### src/rtl/idx_free_list_pkg.sv
// Shared constants for the index free-list slice.
//   PICK_LOW  : grant the lowest-numbered free index.
//   PICK_HIGH : grant the highest-numbered free index.
package idx_free_list_pkg;
  localparam logic PICK_LOW  = 1'b0;
  localparam logic PICK_HIGH = 1'b1;
endpackage

### src/rtl/idx_lzc.sv
// Priority pick over a bit vector (leading/trailing-zero count utility).
// Ports:
//   vec    in   WIDTH      candidate bits
//   idx    out  IDX_WIDTH  position of the first set bit in MODE order (0 when empty)
//   empty  out  1          no bit of vec is set
module idx_lzc
  import idx_free_list_pkg::*;
#(
  parameter int   WIDTH     = 16,
  parameter logic MODE      = PICK_LOW,
  parameter int   IDX_WIDTH = $clog2(WIDTH)
) (
  input  logic [WIDTH-1:0]     vec,
  output logic [IDX_WIDTH-1:0] idx,
  output logic                 empty
);

  // Scan away from the preferred end so the last hit is the winning bit.
  always_comb begin
    idx   = '0;
    empty = ~(|vec);
    if (MODE == PICK_HIGH) begin
      for (int i = 0; i < WIDTH; i++) begin
        if (vec[i]) begin
          idx = IDX_WIDTH'(i);
        end else begin
          idx = idx;
        end
      end
    end else begin
      for (int i = WIDTH - 1; i >= 0; i--) begin
        if (vec[i]) begin
          idx = IDX_WIDTH'(i);
        end else begin
          idx = idx;
        end
      end
    end
  end

endmodule

### src/rtl/idx_onehot_dec.sv
// Index-to-one-hot decoder.
// Ports:
//   idx          in   IDX_WIDTH  index to decode
//   onehot       out  WIDTH      one-hot mask, all zero when idx is out of range
//   out_of_range out  1          idx >= WIDTH (only possible when WIDTH is not a power of two)
module idx_onehot_dec #(
  parameter int WIDTH     = 16,
  parameter int IDX_WIDTH = $clog2(WIDTH)
) (
  input  logic [IDX_WIDTH-1:0] idx,
  output logic [WIDTH-1:0]     onehot,
  output logic                 out_of_range
);

  logic [31:0] idx_ext;
  assign idx_ext = 32'(idx);

  // Decode the index one bit position at a time.
  always_comb begin
    onehot       = '0;
    out_of_range = (idx_ext >= 32'(WIDTH));
    for (int i = 0; i < WIDTH; i++) begin
      onehot[i] = (idx_ext == 32'(i));
    end
  end

endmodule

### src/rtl/idx_free_list.sv
// Bitmap free-list: grants the first free index (lowest or highest by MODE)
// and accepts index releases on FREE_PORTS ports. Illegal releases are
// dropped and latch a sticky error flag.
// Ports:
//   clk, rst     clock and asynchronous active-high reset
//   alloc_req    consumer takes alloc_idx this cycle
//   alloc_ready  at least one entry is free
//   alloc_idx    index granted when alloc_req & alloc_ready
//   free_en      per-port release valid
//   free_idx     per-port released index, port p at [p*IDX_WIDTH +: IDX_WIDTH]
//   flush        return every entry to free
//   free_cnt     registered count of free entries
//   err_o        sticky protocol-error flag
module idx_free_list
  import idx_free_list_pkg::*;
#(
  parameter int   WIDTH      = 16,
  parameter int   FREE_PORTS = 2,
  parameter logic MODE       = PICK_LOW,
  parameter int   IDX_WIDTH  = $clog2(WIDTH),
  parameter int   CNT_WIDTH  = $clog2(WIDTH + 1)
) (
  input  logic                            clk,
  input  logic                            rst,
  input  logic                            alloc_req,
  output logic                            alloc_ready,
  output logic [IDX_WIDTH-1:0]            alloc_idx,
  input  logic [FREE_PORTS-1:0]           free_en,
  input  logic [FREE_PORTS*IDX_WIDTH-1:0] free_idx,
  input  logic                            flush,
  output logic [CNT_WIDTH-1:0]            free_cnt,
  output logic                            err_o
);

  function automatic logic [CNT_WIDTH-1:0] popcount(input logic [WIDTH-1:0] v);
    logic [CNT_WIDTH-1:0] c;
    c = '0;
    for (int i = 0; i < WIDTH; i++) begin
      c = c + CNT_WIDTH'(v[i]);
    end
    return c;
  endfunction

  logic [WIDTH-1:0] bitmap;       // 1 = free
  logic [WIDTH-1:0] bitmap_next;
  logic             pick_empty;
  logic             alloc_fire;
  logic [WIDTH-1:0] alloc_mask;
  logic             alloc_oor;
  logic [WIDTH-1:0] alloc_onehot;
  logic [WIDTH-1:0] port_mask [FREE_PORTS];
  logic [FREE_PORTS-1:0] port_oor;
  logic [WIDTH-1:0] legal_mask;
  logic             err_now;

  idx_lzc #(.WIDTH(WIDTH), .MODE(MODE), .IDX_WIDTH(IDX_WIDTH)) u_pick (
    .vec   (bitmap),
    .idx   (alloc_idx),
    .empty (pick_empty)
  );

  assign alloc_ready = ~pick_empty;
  assign alloc_fire  = alloc_req & alloc_ready;

  idx_onehot_dec #(.WIDTH(WIDTH), .IDX_WIDTH(IDX_WIDTH)) u_alloc_dec (
    .idx          (alloc_idx),
    .onehot       (alloc_mask),
    .out_of_range (alloc_oor)
  );

  // The picker never yields an out-of-range index; the guard only keeps the mask clean.
  assign alloc_onehot = (alloc_fire & ~alloc_oor) ? alloc_mask : '0;

  for (genvar p = 0; p < FREE_PORTS; p++) begin : g_port
    idx_onehot_dec #(.WIDTH(WIDTH), .IDX_WIDTH(IDX_WIDTH)) u_dec (
      .idx          (free_idx[p*IDX_WIDTH +: IDX_WIDTH]),
      .onehot       (port_mask[p]),
      .out_of_range (port_oor[p])
    );
  end

  // Screen each release; lower ports claim an index first, so a duplicate
  // on a higher port is the one flagged and dropped.
  always_comb begin
    legal_mask = '0;
    err_now    = 1'b0;
    for (int p = 0; p < FREE_PORTS; p++) begin
      if (!free_en[p]) begin
        err_now = err_now;
      end else if (port_oor[p]) begin
        err_now = 1'b1;
      end else if (|(port_mask[p] & bitmap)) begin
        err_now = 1'b1;                       // already free
      end else if (|(port_mask[p] & alloc_onehot)) begin
        err_now = 1'b1;                       // collides with this cycle's grant
      end else if (|(port_mask[p] & legal_mask)) begin
        err_now = 1'b1;                       // same index on two ports
      end else begin
        legal_mask = legal_mask | port_mask[p];
      end
    end
  end

  // Next bitmap; flush overrides allocation and release.
  always_comb begin
    if (flush) begin
      bitmap_next = '1;
    end else begin
      bitmap_next = (bitmap & ~alloc_onehot) | legal_mask;
    end
  end

  // State registers; the count is recomputed from the next bitmap so it cannot drift.
  always_ff @(posedge clk or posedge rst) begin
    if (rst) begin
      bitmap   <= '1;
      free_cnt <= CNT_WIDTH'(WIDTH);
      err_o    <= 1'b0;
    end else begin
      bitmap   <= bitmap_next;
      free_cnt <= popcount(bitmap_next);
      err_o    <= err_o | (err_now & ~flush);
    end
  end

endmodule

### config.mk
export PLATFORM = sky130hd
export DESIGN_NAME = idx_free_list
export DESIGN_NICKNAME = d
export VERILOG_FILES = /design/src/rtl/idx_free_list_pkg.sv /design/src/rtl/idx_lzc.sv /design/src/rtl/idx_onehot_dec.sv /design/src/rtl/idx_free_list.sv
export SDC_FILE = /design/constraint.sdc
export NUM_CORES = 1
export LEC_CHECK = 0
export ABC_AREA = 1
export BUFFER_PORTS_ARGS = -buffer_cell sky130_fd_sc_hd__buf_2
export CORE_ASPECT_RATIO = 0.6
export CORE_UTILIZATION = 39
export CTS_BUF_LIST = sky130_fd_sc_hd__clkbuf_4 sky130_fd_sc_hd__clkbuf_8
export DETAILED_ROUTE_END_ITERATION = 8
export GPL_ROUTABILITY_DRIVEN = 0
export HOLD_SLACK_MARGIN = 0.12
export SLEW_MARGIN = 10
export SYNTH_ARGS = -nofsm -noshare
export SYNTH_HDL_FRONTEND = slang
export SYNTH_SLANG_ARGS = --single-unit
### constraint.sdc
create_clock -name clk -period 6 [get_ports clk]
set_input_delay 1.2 -clock clk [delete_from_list [all_inputs] [get_ports clk]]
set_output_delay 1.2 -clock clk [all_outputs]
set_load 0.05 [all_outputs]
# ---- Word-level counts from Yosys, hierarchy flattened
# Index checks and enable logic that the tools add are counted.
dict set report word_totals {
  ff_bits 22
  latch_bits 0
  mem_bits_rw 0
  romBits 0
  inputBits 14
  n_memories 0
}
dict set report classes {
  add_sub_neg 15
  multipliers 0
  div 0
  magnitude_cmp 3
  n_eq_ne 45
  n_shift 0
  n_mux 36
  bitwise_logic 15
  reduce_logical 9
}
# cell n
set op_table {}
lappend op_table {{two-way mux 16 bit} 11}
lappend op_table {{AND 16 bit} 6}
lappend op_table {{equality test 4 bit (second input constant)} 24}
lappend op_table {{zero test 32 bit} 3}
lappend op_table {{OR reduction 16 bit} 6}
lappend op_table {{two-way mux 4 bit} 16}
lappend op_table {{adder 5 x 1 -> 5 bit} 11}
lappend op_table {{equality test 4 x 3 -> 1 bit (second input constant)} 12}
lappend op_table {{bitwise OR 16 bit} 2}
lappend op_table {{equality test 4 x 2 -> 1 bit (second input constant)} 6}
lappend op_table {{NOT 16 bit} 1}
lappend op_table {{>= comparator 4 x 5 -> 1 bit (second input constant)} 3}
lappend op_table {{equality test 4 x 1 -> 1 bit (second input constant)} 3}
lappend op_table {{two-way mux 1 bit} 9}
lappend op_table {{adder 4 x 1 -> 5 bit} 1}
lappend op_table {{adder 3 x 1 -> 4 bit} 1}
lappend op_table {{adder 2 x 1 -> 3 bit} 1}
lappend op_table {{AND 1 bit} 3}
lappend op_table {{adder 1 x 1 -> 2 bit} 1}
lappend op_table {{NOT 1 bit} 2}
lappend op_table {{bitwise OR 1 bit} 1}

# ---- Logic depth before layout (Yosys ltp)
dict set report logic_depth {
  word_depth 50
  ltp_mapped 32
}

# ---- By module
# A second synthesis with hierarchy kept.
dict set report unflattened {
  cells_unflattened 510
  area_unflattened_um2 3035.4
}
# module n_inst cells_per_inst area_per_inst_um2 seq_area_each_um2
set modules_own_cells {}
lappend modules_own_cells {idx_free_list 1 373 2484.9 571.8}
lappend modules_own_cells {idx_onehot_dec 3 30 116.4 0.0}
lappend modules_own_cells {idx_lzc 1 47 201.4 0.0}

# ---- Worst setup path before layout
# Ideal clock, no wire load.
dict set report synth_path {
  kind {input-to-reg}
  from {input free_idx[0]}
  to {register free_cnt[2]}
  setup_ps 123
  arrival_time_ps 5427
  required_time_ps 5877
  slack_ps 451
  cell_stages 28
  path_buffers 1
  cell_sequence {inv_2 nand2_1 nor2_1 nand2_1 nand2_1 nor2_1 nand2_1 nor2_4 buf_6 nand3_1 nand2_1 nor2_1 nand2_1 nor2_4 nand3_1 nand3_1 inv_1 fa_1 inv_1 fa_1 inv_1 fa_1 fa_1 inv_1 ha_1 inv_1 fa_1 xnor2_1}
}
dict set report synth_via {
  elab_chain_len 31
  word_cells_on_any_way 50
}
# element line_no
set synth_rtl {}
lappend synth_rtl {{start, declared} idx_free_list.sv:29} ;# input logic [FREE_PORTS*IDX_WIDTH-1:0] free_idx,
lappend synth_rtl {{zero test 32 bit (tied with other cells)} idx_onehot_dec.sv:23} ;# onehot[i] = (idx_ext == 32'(i));
lappend synth_rtl {{AND 16 bit} idx_free_list.sv:94} ;# end else if (|(port_mask[p] & alloc_onehot)) begin
lappend synth_rtl {{OR reduction 16 bit} idx_free_list.sv:94}
lappend synth_rtl {{two-way mux 16 bit} idx_free_list.sv:94}
lappend synth_rtl {{two-way mux 16 bit} idx_free_list.sv:92} ;# end else if (|(port_mask[p] & bitmap)) begin
lappend synth_rtl {{two-way mux 16 bit (*)} idx_free_list.sv:90} ;# end else if (port_oor[p]) begin
lappend synth_rtl {{two-way mux 16 bit (*)} idx_free_list.sv:88} ;# if (!free_en[p]) begin
lappend synth_rtl {{AND 16 bit} idx_free_list.sv:96} ;# end else if (|(port_mask[p] & legal_mask)) begin
lappend synth_rtl {{(+6 left out)} --}
lappend synth_rtl {{bitwise OR 16 bit (*)} idx_free_list.sv:109} ;# bitmap_next = (bitmap & ~alloc_onehot) | legal_mask;
lappend synth_rtl {{two-way mux 16 bit (*)} idx_free_list.sv:106} ;# if (flush) begin
lappend synth_rtl {{net bitmap_next[0]} idx_free_list.sv:45} ;# logic [WIDTH-1:0] bitmap_next;
lappend synth_rtl {{adder 1 x 1 -> 2 bit (*)} idx_free_list.sv:39} ;# c = c + CNT_WIDTH'(v[i]);
lappend synth_rtl {{adder 2 x 1 -> 3 bit (*)} idx_free_list.sv:39}
lappend synth_rtl {{adder 3 x 1 -> 4 bit (*)} idx_free_list.sv:39}
lappend synth_rtl {{adder 4 x 1 -> 5 bit (*)} idx_free_list.sv:39}
lappend synth_rtl {{adder 5 x 1 -> 5 bit (*) (11 in a row)} idx_free_list.sv:39}
lappend synth_rtl {{end signal, assigned} idx_free_list.sv:117} ;# free_cnt <= CNT_WIDTH'(WIDTH);
lappend synth_rtl {{end signal, assigned} idx_free_list.sv:121} ;# free_cnt <= popcount(bitmap_next);
lappend synth_rtl {{end, declared} idx_free_list.sv:31} ;# output logic [CNT_WIDTH-1:0] free_cnt,
# Mark *: on every way through the listed nets, which the timed path passes. The rest lies on a longest branch.

# ---- Final worst setup path
dict set report layout_path {
  from {input free_idx[7]}
  to {register free_cnt[1]}
}
dict set report layout_via {
  elab_chain_len 25
  word_cells_on_any_way 46
}
# element line_no
set layout_rtl {}
lappend layout_rtl {{zero test 32 bit (tied with other cells)} idx_onehot_dec.sv:23}
lappend layout_rtl {{AND 16 bit} idx_free_list.sv:96}
lappend layout_rtl {{OR reduction 16 bit} idx_free_list.sv:96}
lappend layout_rtl {{two-way mux 16 bit} idx_free_list.sv:96}
lappend layout_rtl {{two-way mux 16 bit} idx_free_list.sv:94}
lappend layout_rtl {{two-way mux 16 bit} idx_free_list.sv:92}
lappend layout_rtl {{two-way mux 16 bit (*)} idx_free_list.sv:90}
lappend layout_rtl {{two-way mux 16 bit (*)} idx_free_list.sv:88}
lappend layout_rtl {{bitwise OR 16 bit (*)} idx_free_list.sv:109}
lappend layout_rtl {{two-way mux 16 bit (*)} idx_free_list.sv:106}
lappend layout_rtl {{adder 1 x 1 -> 2 bit} idx_free_list.sv:39}
lappend layout_rtl {{adder 2 x 1 -> 3 bit} idx_free_list.sv:39}
lappend layout_rtl {{adder 3 x 1 -> 4 bit} idx_free_list.sv:39}
lappend layout_rtl {{adder 4 x 1 -> 5 bit} idx_free_list.sv:39}
lappend layout_rtl {{adder 5 x 1 -> 5 bit (10 in a row)} idx_free_list.sv:39}
lappend layout_rtl {{adder 5 x 1 -> 5 bit (*)} idx_free_list.sv:39}
# Mark *: on every way between the ends. The rest lies on a longest branch, timed or not.

==> reports/qor.csv <==
metric,value,unit
status,"finished, final reports clean",
"most common cell after layout, fill and taps aside",nand2_1,
initial antenna violation count,0,
largest net degree at the start of global routing,24,
post-route antenna net violation count,0,
Non-Filler Instances,524,
skew final,0.00355,ns
diodes inserted,0,
# clock sinks,22,
Max stage delay on crit path,0.56,ns
number of fillers in the final layout,595,
Combinational Power Share,38.9,%
Syn. warnings,0,
P per Cell Area,152,mW/mm2
"CP delay by family, top",adder cells,
Clock Pin Slew Worst Setup and Hold Paths,0.08,ns
Mean Syn Cell Area,6.21,um2
Crit. End Element,register,
Post-Route WL,8.22,mm
crit-path most repeated cell,inv_1,
crit-path max FO,8,
Setup crit start kind,primary input,
sequential share of the synthesized area,23.4,%
first-pass GRT wire length,12.9,mm
drc violations,0,
vias in the first global route,2438,
vias after detailed routing,2791,
starting density of the core,42.0,%
worst slew pin tran,0.823,ns
Syn Nets,422,
total track usage,25.6,%
Max Cap Viol,0,
switching portion of total power,38.9,%
Detailed Routing Iterations Pass 1,5,
"Distinct cells, synth",28,
final hold viol count,0,
total CTS buffers,3,
Psw,173,uW
Die ar.,0.00659,mm2
DIE HEIGHT,63.3,um
slew margin rel.,45.1,%
clk buf depth,2,
H-tree levels,1,
CTS tree,yes,
Die W,104,um
core box area,0.00581,mm2
P&R area growth vs syn,20.0,%
fin. max-slew vios,0,
total grt overflow,0,
min cycle time layout,5.85,ns
worst hold-check path type,register to register,
worst ir drop on vdd,0.0000948,V
Detailed Route Iter0 Violations,351,
hold_buf cts,0,
Buf/Inv on CP,9,
Clock Root Buffer,clkbuf_8,
# placed instances,515,
dpl hpwl,6.77,mm
Skew-Pair Late Insertion Delay,0.27,ns
Core Rows,21,
Max Fclk,171,MHz
"flops & latches, synth",22,
critical path required time,6.17,ns
fin crit share,97.5,%
final setup fails,0,
P_int,271,uW
DR WL/cell,15.7,um
clock network fraction of design power,24.3,%
Mapped Cells,393,
via density per instance,5.33,
Critical Path AT,6.02,ns
nets,474,
number of I/O port buffers,24,
sequential power share,36.8,%
share of cells above drive strength 1,23.6,%
critical path class,primary input to register,
most frequent cells in the layout,"nand2_1, inv_1, nand3_1, nor2_1, buf_4",
LEAKAGE,1.63,nW
Crit-path slowest cell,fa_1,
I/O pins,25,
total design power,444,uW
Syn Std Cell Area,0.00244,mm2
power groups by stage:
stage                     combinational, mW  sequential (mW)  clock (mW)
after floorplan                      0.0791            0.195           0
after global placement                0.158            0.166           0
after detailed placement              0.158            0.166           0
after CTS                             0.159            0.163       0.111
after global routing                  0.185            0.164       0.117
final                                 0.173            0.163       0.108
stage by stage:
stage	util, %	hold WS, ns	setup TNS (ns)	setup slack, ns	cell area [um2]
5_1_grt	50.5	0.506	-0.0148	-0.0148	2930
3_3_place_gp	48.4	0.444	0	0.0156	2810
6_report	50.5	0.464	0	0.152	2930
3_5_place_dp	48.4	0.450	-0.186	-0.0663	2810
4_1_cts	49.3	0.471	0	0.188	2860
2_1_floorplan	-	0.498	0	0.451	2440
path summary, 6_finish.rpt:
check                                     start                     to  slack, ns  cells after the start
max                                 free_idx[7]  free_cnt[1]$_DFF_PP0_       0.15                     25
min                             err_o$_DFF_PP0_        err_o$_DFF_PP0_       0.46                      2
max reg2reg                bitmap[13]$_DFF_PP1_  free_cnt[1]$_DFF_PP0_       0.71                     30
min reg2reg                     err_o$_DFF_PP0_        err_o$_DFF_PP0_       0.46                      2
max in group asynchronous                   rst  free_cnt[3]$_DFF_PP0_       4.41                      2
min in group asynchronous                   rst        err_o$_DFF_PP0_       1.08                      2
worst register-to-register path: cells and delay by family, from the launching register on:
family / cells / cell delay [ns]
flip-flops: 1 / 0.57
adder cells (fa/ha/maj): 6 / 2.61
AND/OR/NAND/NOR: 18 / 1.58
buffers and inverters: 6 / 0.45
state kept, by name (all words and copies together), names as in the netlist:
signal / flops
bitmap: 16
free_cnt: 5
err_o: 1
cells by family (layout without fill, tap and decap cells):
group | count (synthesis) | in the layout | synth area share, %
flops | 22 | 22 | 23.4
buf+inv | 79 | 128 | 12.9
simple gates | 245 | 247 | 45.0
xor+xnor | 2 | 2 | 0.718
compound gates | 30 | 30 | 7.18
fa+ha+maj | 15 | 15 | 10.8
per-layer routing:
layer	share of wire, %	global-route usage [%]	vias to the layer above
met5	0	0	-
met4	0.83	2.68	0
met3	14	7.04	12
met2	36	33.7	175
met1	49	41.1	1248
li1	-	-	1356
final cells by class:
cell class,count,area [um2],area share (%)
multi-input combinational,294,1600,54.7
sequential,22,572,19.5
inverter,71,267,9.09
timing repair buffer,53,335,11.4
tap,80,100,3.42
clock buffer,4,55.1,1.88
timing repair:
| item | CTS | global route |
|---|---|---|
| gates resized for setup | 0 | 14 |
| setup endpoints to repair | 0 | 4 |
| setup buffers | 0 | 3 |
cell usage after synthesis (all sizes together):
master	instances	area share (%)
a21oi	17	3.5
a221oi	4	1.4
buf	4	1.4
clkbuf	4	0.61
dfrtp	5	5.1
dfstp	17	18
fa	10	8.2
ha	5	2.6
inv	71	11
nand2	112	18
nand3	58	13
nand3b	1	0.31
nand4	4	1.0
nor2	47	7.9
nor3	20	4.1
nor4	3	0.77
o21ai	3	0.61
o22ai	4	1.0
o31ai	2	0.61
xnor2	1	0.36
xor2	1	0.36
No activity file was read; power rests on OpenSTA's default activity.
